## config.mk

```make
export PLATFORM = sky130hd
export DESIGN_NAME = cliff_env_stepper
export DESIGN_NICKNAME = d
export VERILOG_FILES = /design/src/rtl/cliff_gym_pkg.sv /design/src/rtl/cliff_walk_transition.sv /design/src/rtl/cliff_env_stepper.sv
export SDC_FILE = /design/constraint.sdc
export NUM_CORES = 1
export LEC_CHECK = 0
export ABC_AREA = 0
export BUFFER_PORTS_ARGS = -buffer_cell sky130_fd_sc_hd__buf_2
export CAP_MARGIN = 20
export CORE_MARGIN = 2
export CORE_UTILIZATION = 54
export CTS_CLUSTER_DIAMETER = 120
export DETAILED_ROUTE_END_ITERATION = 10
export PLACE_DENSITY = 0.79
export SYNTH_ARGS = -nofsm -noshare
export SYNTH_HDL_FRONTEND = slang
export SYNTH_SLANG_ARGS = --single-unit
```

## constraint.sdc

```tcl
create_clock -name i_clk -period 3.2 [get_ports i_clk]
set_input_delay 0.32 -clock i_clk [delete_from_list [all_inputs] [get_ports i_clk]]
set_output_delay 0.32 -clock i_clk [all_outputs]
set_load 0.01 [all_outputs]
```

## src/rtl/cliff_gym_pkg.sv

```systemverilog
// Shared constants for the CliffWalking batch stepper: RAM address map,
// grid geometry, action encoding and the stepper FSM state type.
package cliff_gym_pkg;

    localparam int ENV_NUM = 64;
    localparam int AW      = 10;
    localparam int DW      = 48;

    localparam int ACT_PER_WORD = DW / 2;
    localparam int ACT_WORDS    = (ENV_NUM + ACT_PER_WORD - 1) / ACT_PER_WORD;
    localparam int BIT_WORDS    = (ENV_NUM + DW - 1) / DW;

    localparam int STA_BASE   = 0;
    localparam int ACT_BASE   = STA_BASE + ENV_NUM;
    localparam int START_ADDR = ACT_BASE + ACT_WORDS;
    localparam int OBS_BASE   = START_ADDR + 1;
    localparam int RWD_BASE   = OBS_BASE + ENV_NUM;
    localparam int DONE_BASE  = RWD_BASE + BIT_WORDS;

    localparam int ROWS      = 4;
    localparam int COLS      = 12;
    localparam int START_POS = 36;
    localparam int GOAL      = 47;
    localparam int CLIFF_LO  = 37;
    localparam int CLIFF_HI  = 46;

    typedef enum logic [1:0] {
        ACT_UP    = 2'd0,
        ACT_RIGHT = 2'd1,
        ACT_DOWN  = 2'd2,
        ACT_LEFT  = 2'd3
    } action_e;

    typedef enum logic [3:0] {
        S_IDLE,
        S_POLL,
        S_FETCH_ACT,
        S_LATCH_ACT,
        S_RD_STA,
        S_CALC,
        S_WR_STA,
        S_WR_OBS,
        S_WR_RWD,
        S_WR_DONE,
        S_CLR_FLAG,
        S_DONE
    } stepper_state_e;

endpackage

```

## src/rtl/cliff_walk_transition.sv

```systemverilog
// Combinational CliffWalking transition: one move on the 4x12 grid with
// edge clamping, cliff fall-back and goal auto-reset.
module cliff_walk_transition
    import cliff_gym_pkg::*;
(
    input  logic [5:0] i_pos,
    input  logic [1:0] i_action,
    output logic [5:0] o_next_state,
    output logic [5:0] o_obs,
    output logic       o_rwd_bit,
    output logic       o_done_bit
);

    logic [5:0] pos_v;
    logic [5:0] row;
    logic [5:0] col;
    logic [5:0] moved;

    always_comb begin
        // Corrupt stored positions restart from the start tile.
        pos_v = (i_pos > 6'(GOAL)) ? 6'(START_POS) : i_pos;
        row   = pos_v / 6'(COLS);
        col   = pos_v % 6'(COLS);
        moved = pos_v;
        case (action_e'(i_action))
            ACT_UP:    if (row != 6'd0)         moved = pos_v - 6'(COLS);
            ACT_RIGHT: if (col != 6'(COLS - 1)) moved = pos_v + 6'd1;
            ACT_DOWN:  if (row != 6'(ROWS - 1)) moved = pos_v + 6'(COLS);
            default:   if (col != 6'd0)         moved = pos_v - 6'd1;
        endcase

        o_next_state = moved;
        o_obs        = moved;
        o_rwd_bit    = 1'b0;
        o_done_bit   = 1'b0;
        if (moved >= 6'(CLIFF_LO) && moved <= 6'(CLIFF_HI)) begin
            o_next_state = 6'(START_POS);
            o_obs        = 6'(START_POS);
            o_rwd_bit    = 1'b1;
        end else if (moved == 6'(GOAL)) begin
            o_next_state = 6'(START_POS);
            o_done_bit   = 1'b1;
        end
    end

endmodule

```

## src/rtl/cliff_env_stepper.sv

```systemverilog
// Batch stepping engine: polls the START flag on RAM port 2, steps every
// environment once, writes reward/done bitmaps, then clears the flag.
module cliff_env_stepper
    import cliff_gym_pkg::*;
#(
    parameter int SW_ENV_NUM = ENV_NUM,
    parameter int ADDR_WIDTH = AW,
    parameter int DATA_WIDTH = DW
) (
    input  logic                  i_clk,
    input  logic                  i_rstn,
    output logic                  o_ram_wrn,
    output logic [ADDR_WIDTH-1:0] o_ram_addr,
    output logic [DATA_WIDTH-1:0] o_ram_wdata,
    input  logic [DATA_WIDTH-1:0] i_ram_rdata,
    output logic                  o_busy,
    output logic                  o_step_done,
    output logic [31:0]           o_step_cnt
);

    localparam int IDX_W    = $clog2(SW_ENV_NUM + 1);
    localparam int ENV_BITS = $clog2(SW_ENV_NUM);

    stepper_state_e        state_q, state_d;
    logic [IDX_W-1:0]      idx_q, idx_d;
    logic [1:0]            wsel_q, wsel_d;
    logic [DATA_WIDTH-1:0] act_word_q, act_word_d;
    logic [5:0]            obs_q, obs_d;
    logic [SW_ENV_NUM-1:0] rwd_vec_q, rwd_vec_d;
    logic [SW_ENV_NUM-1:0] done_vec_q, done_vec_d;
    logic                  armed_q, armed_d;
    logic                  wrn_q, wrn_d;
    logic [ADDR_WIDTH-1:0] addr_q, addr_d;
    logic [DATA_WIDTH-1:0] wdata_q, wdata_d;
    logic                  busy_q, busy_d;
    logic                  step_done_q, step_done_d;
    logic [31:0]           step_cnt_q, step_cnt_d;

    logic [IDX_W-1:0] slot;
    logic [1:0]       act_sel;
    logic [5:0]       t_next;
    logic [5:0]       t_obs;
    logic             t_rwd;
    logic             t_done;

    function automatic logic [DATA_WIDTH-1:0] bit_word(input logic [SW_ENV_NUM-1:0] vec,
                                                       input logic [1:0] sel);
        logic [BIT_WORDS*DATA_WIDTH-1:0] pad;
        pad = '0;
        pad[SW_ENV_NUM-1:0] = vec;
        return pad[sel*DATA_WIDTH +: DATA_WIDTH];
    endfunction

    always_comb begin
        slot    = idx_q % IDX_W'(ACT_PER_WORD);
        act_sel = 2'(act_word_q >> {slot, 1'b0});
    end

    cliff_walk_transition u_trans (
        .i_pos        (i_ram_rdata[5:0]),
        .i_action     (act_sel),
        .o_next_state (t_next),
        .o_obs        (t_obs),
        .o_rwd_bit    (t_rwd),
        .o_done_bit   (t_done)
    );

    always_comb begin
        state_d    = state_q;
        idx_d      = idx_q;
        wsel_d     = wsel_q;
        act_word_d = act_word_q;
        obs_d      = obs_q;
        rwd_vec_d  = rwd_vec_q;
        done_vec_d = done_vec_q;
        step_cnt_d = step_cnt_q;
        // Only trust POLL data if the preceding IDLE really addressed START.
        armed_d    = (state_q == S_IDLE) && (addr_q == ADDR_WIDTH'(START_ADDR));

        case (state_q)
            S_IDLE: state_d = S_POLL;
            S_POLL: begin
                if (armed_q && (i_ram_rdata != '0)) begin
                    state_d = S_FETCH_ACT;
                    idx_d   = '0;
                end else begin
                    state_d = S_IDLE;
                end
            end
            S_FETCH_ACT: state_d = S_LATCH_ACT;
            S_LATCH_ACT: begin
                act_word_d = i_ram_rdata;
                state_d    = S_RD_STA;
            end
            S_RD_STA: state_d = S_CALC;
            S_CALC: begin
                obs_d                          = t_obs;
                rwd_vec_d[idx_q[ENV_BITS-1:0]]  = t_rwd;
                done_vec_d[idx_q[ENV_BITS-1:0]] = t_done;
                state_d                        = S_WR_STA;
            end
            S_WR_STA: state_d = S_WR_OBS;
            S_WR_OBS: begin
                idx_d = idx_q + 1'b1;
                if (idx_d == IDX_W'(SW_ENV_NUM)) begin
                    state_d = S_WR_RWD;
                    wsel_d  = '0;
                end else if ((idx_d % IDX_W'(ACT_PER_WORD)) == '0) begin
                    state_d = S_FETCH_ACT;
                end else begin
                    state_d = S_RD_STA;
                end
            end
            S_WR_RWD: begin
                if (wsel_q == 2'(BIT_WORDS - 1)) begin
                    wsel_d  = '0;
                    state_d = S_WR_DONE;
                end else begin
                    wsel_d = wsel_q + 2'd1;
                end
            end
            S_WR_DONE: begin
                if (wsel_q == 2'(BIT_WORDS - 1)) begin
                    wsel_d  = '0;
                    state_d = S_CLR_FLAG;
                end else begin
                    wsel_d = wsel_q + 2'd1;
                end
            end
            S_CLR_FLAG: state_d = S_DONE;
            S_DONE:     state_d = S_IDLE;
            default:    state_d = S_IDLE;
        endcase

        // Outputs are decoded from the next state so the registered RAM
        // address lines up with the state that consumes its read data.
        wrn_d       = 1'b1;
        addr_d      = addr_q;
        wdata_d     = '0;
        case (state_d)
            S_IDLE:      addr_d = ADDR_WIDTH'(START_ADDR);
            S_FETCH_ACT: addr_d = ADDR_WIDTH'(ACT_BASE) + ADDR_WIDTH'(idx_d / IDX_W'(ACT_PER_WORD));
            S_RD_STA:    addr_d = ADDR_WIDTH'(STA_BASE) + ADDR_WIDTH'(idx_d);
            S_WR_STA: begin
                wrn_d   = 1'b0;
                addr_d  = ADDR_WIDTH'(STA_BASE) + ADDR_WIDTH'(idx_d);
                wdata_d = DATA_WIDTH'(t_next);
            end
            S_WR_OBS: begin
                wrn_d   = 1'b0;
                addr_d  = ADDR_WIDTH'(OBS_BASE) + ADDR_WIDTH'(idx_d);
                wdata_d = DATA_WIDTH'(obs_q);
            end
            S_WR_RWD: begin
                wrn_d   = 1'b0;
                addr_d  = ADDR_WIDTH'(RWD_BASE) + ADDR_WIDTH'(wsel_d);
                wdata_d = bit_word(rwd_vec_q, wsel_d);
            end
            S_WR_DONE: begin
                wrn_d   = 1'b0;
                addr_d  = ADDR_WIDTH'(DONE_BASE) + ADDR_WIDTH'(wsel_d);
                wdata_d = bit_word(done_vec_q, wsel_d);
            end
            S_CLR_FLAG: begin
                wrn_d  = 1'b0;
                addr_d = ADDR_WIDTH'(START_ADDR);
            end
            default: ;
        endcase

        busy_d      = !(state_d inside {S_IDLE, S_POLL, S_DONE});
        step_done_d = (state_d == S_DONE);
        if (state_d == S_DONE) step_cnt_d = step_cnt_q + 32'd1;
    end

    always_ff @(posedge i_clk or negedge i_rstn) begin
        if (!i_rstn) begin
            state_q     <= S_IDLE;
            idx_q       <= '0;
            wsel_q      <= '0;
            act_word_q  <= '0;
            obs_q       <= '0;
            rwd_vec_q   <= '0;
            done_vec_q  <= '0;
            armed_q     <= 1'b0;
            wrn_q       <= 1'b1;
            addr_q      <= '0;
            wdata_q     <= '0;
            busy_q      <= 1'b0;
            step_done_q <= 1'b0;
            step_cnt_q  <= '0;
        end else begin
            state_q     <= state_d;
            idx_q       <= idx_d;
            wsel_q      <= wsel_d;
            act_word_q  <= act_word_d;
            obs_q       <= obs_d;
            rwd_vec_q   <= rwd_vec_d;
            done_vec_q  <= done_vec_d;
            armed_q     <= armed_d;
            wrn_q       <= wrn_d;
            addr_q      <= addr_d;
            wdata_q     <= wdata_d;
            busy_q      <= busy_d;
            step_done_q <= step_done_d;
            step_cnt_q  <= step_cnt_d;
        end
    end

    assign o_ram_wrn   = wrn_q;
    assign o_ram_addr  = addr_q;
    assign o_ram_wdata = wdata_q;
    assign o_busy      = busy_q;
    assign o_step_done = step_done_q;
    assign o_step_cnt  = step_cnt_q;

endmodule

```

==> results.ini, run 1 <==
[synth]
synth_area_um2=14300
ys_warn_count=0
synth_top_area_share_pct=49.9
syn_inst=1390
synth_edf_count=0
synthTopCellsByArea=dfrtp_1, nand2_1, o31ai_2
synth.distinct_cells=81
async_flop_share_pct=100
yosys.area.top_type=dfrtp_1
ys.flop_type=dfrtp_1
syn_area_per_cell_um2=10.3
ys_ff_latch=287
synth-seq-area-share_pct=50.1

[sta]
period_share_pct=114
max_slew_margin_pct=42.7
fin_ws_ps=-459
period_needed_ps=3660
setup_viol=142
max_freq_mhz=273
fin_skew_ps=16.2
maxSlewViolCount=0
rsz0062_at_grt=true
tightest_slew_ps=859
finalHoldViolations=0

[power_and_ir_drop]
power_frac_seq_pct=43.2
power.density_nw_per_um2=452
clock_power_share_pct=45.2
p_int_mw=6.58
p_switching_mw=2.08
ir_worst_vdd_mv=0.476
report.power.total_mw=8.66
swShare_pct=24.0
p_comb_share_pct=11.7
p_leak_nw=9.00

[cts]
clk_path_buf_depth=3
clk-insertion-delay-late_ps=570
cts.sinks=287
cts-buffers-inserted=31
cts_tree=yes
ctsRootBufferMaster=clkbuf_16
h-tree-depth=1
clkSlewWorstSetupHoldPaths_ps=60

[final_layout]
final_layout_size_suffix_gt1_share_pct=38.8
nFillCells=1622
final_common_cell=nand2_1
nets=1789
layout_common_cells=nand2_1, dfrtp_1, buf_4
fin_util_pct=73.5
fin_cells=2085
area_growth_syn_to_layout_pct=33.7
diodes=0
fin_area_um2=19200

[min_path]
min_path_type=in -> reg
hold_start=i_ram_rdata[37]
hold_depth=2

[floorplanning]
die_h_um=167
coreArea_um2=26100
die-area_um2=27900
initial_core_util_pct=55.0
die_w_um=167
io_pins=143
std_cell_rows=59

[status]
status=complete, but fails checks
failed_checks=negative setup slack

[setup_path]
end_kind=register
r2r_start=idx_q[2]$_DFF_PN0_
cp_data_arrival_time_ps=4110
critical_path.top_delay_family=compound AO/OA/AOI/OAI gates
cp-start-kind=register
crit_type=reg -> reg
worstPathMaxFanout=9
path_cells=buf_6 -> buf_6 -> mux2i_2 -> mux4_2 -> a21oi_4 -> a221o_1 -> o21ai_1 -> o311a_1 -> a21o_1 -> nor3b_4 -> a211o_4 -> clkbuf_16 -> o31ai_2
cp.required_ps=3650
crit_path_start=idx_q[2]$_DFF_PN0_
worst-path-buf-inv=3
critical_path.max_stage_delay_ps=510
reg2reg_depth=13
slowest_stage=mux4_2
cp_num_cells=13
crit_top_cell=buf_6

[global_route]
overflow=0
grt_usage_pct=27.3
grt_pass1_vias=12200
grt_max_degree=112
grt_pass1_wl_um=62600
antenna_found_initial=0

[routing]
drt_iter0_markers=1464
drt-wirelength-per-cell_um=20.7
via_count=12800
via_per_inst=6.16
wl_um=43200
drtAntennaViolNets=0
dr.pass1.iters=7
post-route-drc-count=0

[job]
cap_violations=0

[placement]
io_buffer_count=140
hpwl_um=25600
dp_cells=1987
place_area_um2=16900
globalplace.congestion=0.883
dp_slack_ps=-1130

-- power groups by stage --
stage | Combinational (mW) | Clock (mW) | Sequential, mW
final | 1.01 | 3.91 | 3.74
after global routing | 1.07 | 4.09 | 3.74
after CTS | 0.830 | 3.93 | 3.74
after detailed placement | 0.775 | 0 | 3.80
after global placement | 0.759 | 0 | 3.79
after floorplan | 0.459 | 0 | 3.79
-- layout make-up --
type,instances,area (µm²),area share (%)
sequential,287,7190,37.5
clock inverter,16,265,1.38
timing repair buffer,383,3010,15.7
inverter,25,96.3,0.503
multi-input combinational,998,7330,38.2
clock buffer,41,853,4.45
tap,335,419,2.19
-- routing by layer --
layer | global-route usage, % | wire length, µm
met1 | 36.1 | 16400
met2 | 46.6 | 21100
met3 | 3.68 | 3600
met4 | 9.48 | 2040
met5 | 0 | 0
-- Yosys cell counts (all sizes together) (5+ instances only) --
cell type	n
a211oi	8
a21o	8
a21oi	51
a221o	6
a221oi	5
a22oi	7
a31oi	9
and2	17
and3	17
buf	50
clkbuf	31
dfrtp	286
ha	13
inv	23
mux2	64
mux2i	6
mux4	18
nand2	320
nand2b	14
nand3	27
nand3b	5
nand4	13
nor2	42
nor2b	9
nor3	23
nor4	15
o211ai	13
o21a	6
o21ai	93
o221ai	5
o311ai	5
o31ai	66
or3	7
xnor2	35
xor2	10
-- sequential cells by signal, indices dropped and copies added, names as in the netlist --
| signal | count |
|---|---|
| rwd_vec_q | 64 |
| o_step_done | 1 |
| o_step_cnt | 32 |
| o_ram_wdata | 48 |
| act_word_q | 48 |
| o_busy | 1 |
| done_vec_q | 64 |
| obs_q | 6 |
| armed_q | 1 |
| o_ram_addr | 8 |
| wsel_q | 2 |
| o_ram_wrn | 1 |
| state_q | 4 |
| idx_q | 7 |
-- final timing paths --
kind / endpoint / slack, ps
worst max-delay path: rwd_vec_q[8]$_DFFE_PN0P_ / -460
worst min-delay path: act_word_q[37]$_DFFE_PN0P_ / 20
worst max register to register: rwd_vec_q[8]$_DFFE_PN0P_ / -460
worst min register to register: done_vec_q[61]$_DFFE_PN0P_ / 480
max in group asynchronous: o_ram_wdata[39]$_DFF_PN0_ / 1890
min in group asynchronous: o_step_cnt[13]$_DFFE_PN0P_ / 420
-- worst register-to-register path, cell delays in order (launching register included) --
cell	delay (ps)
dfrtp_2	430
buf_6	140
buf_6	140
mux2i_2	160
mux4_2	510
a21oi_4	210
a221o_1	270
o21ai_1	120
o311a_1	300
a21o_1	180
nor3b_4	160
a211o_4	440
clkbuf_16	230
o31ai_2	270
-- per-stage QoR --
stage / hold WS, ps / setup TNS, ps
6_report: 17.1 / -49120
5_1_grt: 22.8 / -76250
4_1_cts: 4.60 / -33180
3_5_place_dp: 464 / -157430
3_3_place_gp: 432 / -141450
2_1_floorplan: 24.4 / -148860
-- timing repair --
action,CTS,global route
setup endpoints to repair,191,165
hold endpoints to repair,106,0
hold buffers,2,0
gates cloned,0,10
pin swaps,22,33
buffers inserted,12,19
gates resized for setup,125,98
-- cell families (layout without fill, tap and decap cells) --
family / Yosys count / count (layout) / share of synthesized area, %
other: 1 / 2 / 0.0262
buffers and inverters: 106 / 465 / 3.76
AND/OR/NAND/NOR: 525 / 525 / 16.5
flip-flops: 287 / 287 / 50.1
adder cells (fa/ha/maj): 13 / 13 / 1.14
AO/OA/AOI/OAI: 325 / 325 / 17.4
multiplexers: 88 / 88 / 8.28
XOR/XNOR: 45 / 45 / 2.75
Note: power is estimated with default switching activity, not from simulation.
==> inputs of run 2 (changes only) <==
--- a/config.mk
+++ b/config.mk
@@ -8,11 +8,13 @@
 export ABC_AREA = 0
 export BUFFER_PORTS_ARGS = -buffer_cell sky130_fd_sc_hd__buf_2
 export CAP_MARGIN = 20
+export CELL_PAD_IN_SITES_DETAIL_PLACEMENT = 1
+export CELL_PAD_IN_SITES_GLOBAL_PLACEMENT = 1
 export CORE_MARGIN = 2
-export CORE_UTILIZATION = 54
+export CORE_UTILIZATION = 42
 export CTS_CLUSTER_DIAMETER = 120
 export DETAILED_ROUTE_END_ITERATION = 10
-export PLACE_DENSITY = 0.79
+export PLACE_DENSITY = 0.78
 export SYNTH_ARGS = -nofsm -noshare
 export SYNTH_HDL_FRONTEND = slang
 export SYNTH_SLANG_ARGS = --single-unit
==> run 2 against run 1 <==
- the run still ends with negative setup slack left
- design area is 6.2% higher
- sequential cell count did not move
- worst setup slack worse by 230 ps
- fmax shrank 5.8%
- via count increased by 6.4%
- die area increased by 28%
- first-iteration DRC count shrank 32%
- sequential share of layout area shrank 2.2 points
- global-route usage about the same
==> results.ini, run 2 (synthesis gave the netlist of run 1 again) <==
[cts]
h-tree-depth=1  ; unchanged
clk_path_buf_depth=3  ; unchanged
clk-insertion-delay-late_ps=590  ; +20 ps
cts.sinks=287  ; unchanged
cts-buffers-inserted=31  ; unchanged
cts_tree=yes
clkSlewWorstSetupHoldPaths_ps=60  ; about the same
ctsRootBufferMaster=clkbuf_16

[setup_path]
worst-path-buf-inv=8  ; +5
critical_path.max_stage_delay_ps=400  ; -110 ps
cp_data_arrival_time_ps=4380  ; +270 ps
slowest_stage=a211o_4
cp.required_ps=3690  ; +40 ps
end_kind=register
worstPathMaxFanout=5  ; -4
crit_type=in -> reg
path_cells=buf_8 -> nand2_4 -> nand2_4 -> inv_2 -> ha_4 -> or3_4 -> and2_4 -> ha_4 -> buf_6 -> a21o_4 -> a211oi_4 -> buf_6 -> a31oi_4 -> buf_6 -> buf_6 -> o211ai_1 -> xnor2_1 -> a211oi_2 -> a21o_1 -> a211o_4 -> buf_12 -> buf_16 -> o31ai_4
critical_path.top_delay_family=compound AO/OA/AOI/OAI gates
crit_top_cell=buf_6
cp-start-kind=input port

[routing]
post-route-drc-count=0  ; unchanged
drt_iter0_markers=993  ; -32%
wl_um=59300  ; +37%
dr.pass1.iters=6  ; -1
via_count=13700  ; +6.4%
drt-wirelength-per-cell_um=26.6  ; +28%
drtAntennaViolNets=0  ; unchanged
via_per_inst=6.13  ; -0.46%

[job]
cap_violations=0  ; unchanged

[sta]
finalHoldViolations=0  ; unchanged
max_slew_margin_pct=48.2  ; +5.5 points
rsz0062_at_grt=true
period_share_pct=121  ; +7.0 points
tns_ps=-75260  ; -26150 ps
fin_skew_ps=18.3  ; +2.03 ps
fin_ws_ps=-684  ; -225 ps
period_needed_ps=3880  ; +225 ps
maxSlewViolCount=0  ; unchanged
tightest_slew_ps=774  ; -85.5 ps
setup_viol=172  ; +21%
max_freq_mhz=257  ; -5.8%

[final_layout]
fin_area_um2=20300  ; +6.2%
nets=1818  ; +1.6%
area_growth_syn_to_layout_pct=42.0
final_common_cell=nand2_1
layout_common_cells=nand2_1, dfrtp_1, buf_4
fin_cells=2228  ; +6.9%
final_layout_size_suffix_gt1_share_pct=43.5  ; +4.7 points
fin_util_pct=60.7  ; -13 points
top_regs=done_vec_q (64), rwd_vec_q (64)
nFillCells=3503  ; +120%
diodes=0  ; unchanged

[power_and_ir_drop]
p_int_mw=6.56  ; -0.24%
swShare_pct=26.5  ; +2.4 points
ir_worst_vdd_mv=0.500  ; +5.1%
power_frac_seq_pct=42.0  ; -1.2 points
p_switching_mw=2.36  ; +14%
power.density_nw_per_um2=439  ; -2.9%
p_comb_share_pct=13.4  ; +1.7 points
p_leak_nw=9.32  ; +3.5%
clock_power_share_pct=44.7  ; -0.5 points

[placement]
globalplace.congestion=0.899  ; +1.8%
io_buffer_count=140  ; unchanged
hpwl_um=29900  ; +17%
dp_slack_ps=-1180  ; -53.5 ps
dp_cells=2107  ; +6.0%
place_area_um2=17100  ; +1.2%

[status]
failed_checks=negative setup slack
status=complete, but fails checks

[global_route]
grt_usage_pct=27.3  ; -0.032 points
grt_max_degree=82  ; -27%
grt_pass1_wl_um=77500  ; +24%
grt_pass1_vias=14000  ; +14%
antenna_found_initial=0  ; unchanged
overflow=0  ; unchanged

[floorplanning]
die_w_um=189  ; +13%
initial_core_util_pct=42.7  ; -12 points
coreArea_um2=33500  ; +29%
die-area_um2=35600  ; +28%
die_h_um=189  ; +13%
io_pins=143  ; unchanged
std_cell_rows=67  ; +14%

[min_path]
min_path_type=in -> reg

-- run 2: cell types whose count changed in the layout (fill, tap and decap cells not counted), moves of 4 or more --
cell,change
o31ai_2,-20
o21ai_4,+11
o21ai_1,-55
dlygate4sd3_1,+14
a21oi_2,+6
buf_16,+6
o31ai_4,+20
mux2_4,+5
a211oi_2,-4
mux2_2,-5
o21ai_2,+47
a21oi_1,-6
-- run 2: power by group through the flow --
stage	logic (mW)	registers (mW)	clock network (mW)
6_report	1.19	3.75	3.99
5_1_grt	1.24	3.75	4.14
4_1_cts	0.988	3.74	3.96
3_5_place_dp	0.814	3.80	0
3_3_place_gp	0.787	3.79	0
2_1_floorplan	0.459	3.79	0
-- run 2: layout make-up --
cell class | count | area (µm²) | area share [%]
clock inverters | 16 | 220 | 1.08
multi-input cells | 999 | 7970 | 39.2
clock buffers | 42 | 887 | 4.36
flip-flops and latches | 287 | 7190 | 35.3
repair buffers | 411 | 3420 | 16.8
inverters | 25 | 96.3 | 0.474
well taps | 448 | 561 | 2.76
-- run 2: per-layer routing --
| metal | vias up | track usage [%] | wire length, µm |
|---|---|---|---|
| met2 | 735 | 48.1 | 29200 |
| met1 | 6910 | 33.7 | 22500 |
| met3 | 289 | 3.37 | 3740 |
| li1 | 5725 | - | - |
| met5 | - | 0 | 0 |
| met4 | 0 | 11.9 | 3910 |
-- run 2: stage by stage --
stage          hold WS (ps)  total power [mW]
2_1_floorplan          24.4              4.24
3_3_place_gp            354              4.58
3_5_place_dp            362              4.61
4_1_cts                2.85              8.68
5_1_grt                30.6              9.13
6_report               13.2              8.93
-- run 2: worst paths after layout --
| path | cells past startpoint | endpoint | slack (ps) | from |
|---|---|---|---|---|
| min in group asynchronous | 2 | o_step_cnt[6]$_DFFE_PN0P_ | 320 | i_rstn |
| worst min-delay path | 2 | act_word_q[43]$_DFFE_PN0P_ | 10 | i_ram_rdata[43] |
| worst max-delay path | 23 | rwd_vec_q[25]$_DFFE_PN0P_ | -680 | i_ram_rdata[4] |
| worst max register to register | 14 | rwd_vec_q[25]$_DFFE_PN0P_ | -620 | idx_q[6]$_DFF_PN0_ |
| worst min register to register | 1 | o_step_cnt[16]$_DFFE_PN0P_ | 480 | o_step_cnt[16]$_DFFE_PN0P_ |
| max in group asynchronous | 3 | act_word_q[29]$_DFFE_PN0P_ | 1920 | i_rstn |
-- run 2: worst reg2reg max path: cells and delay by family (launching register included) --
family,cells,cell delay [ps]
flip-flops,1,450
AO/OA/AOI/OAI,8,2280
buffers and inverters,4,660
AND/OR/NAND/NOR,2,350
-- run 2: timing repair --
action	4_1_cts	5_1_grt
hold buffers	16	0
setup buffers	14	25
gates cloned	8	6
endpoints found under the setup margin	172	187
hold endpoints to repair	91	0
pin swaps	13	54
resized for setup	135	228
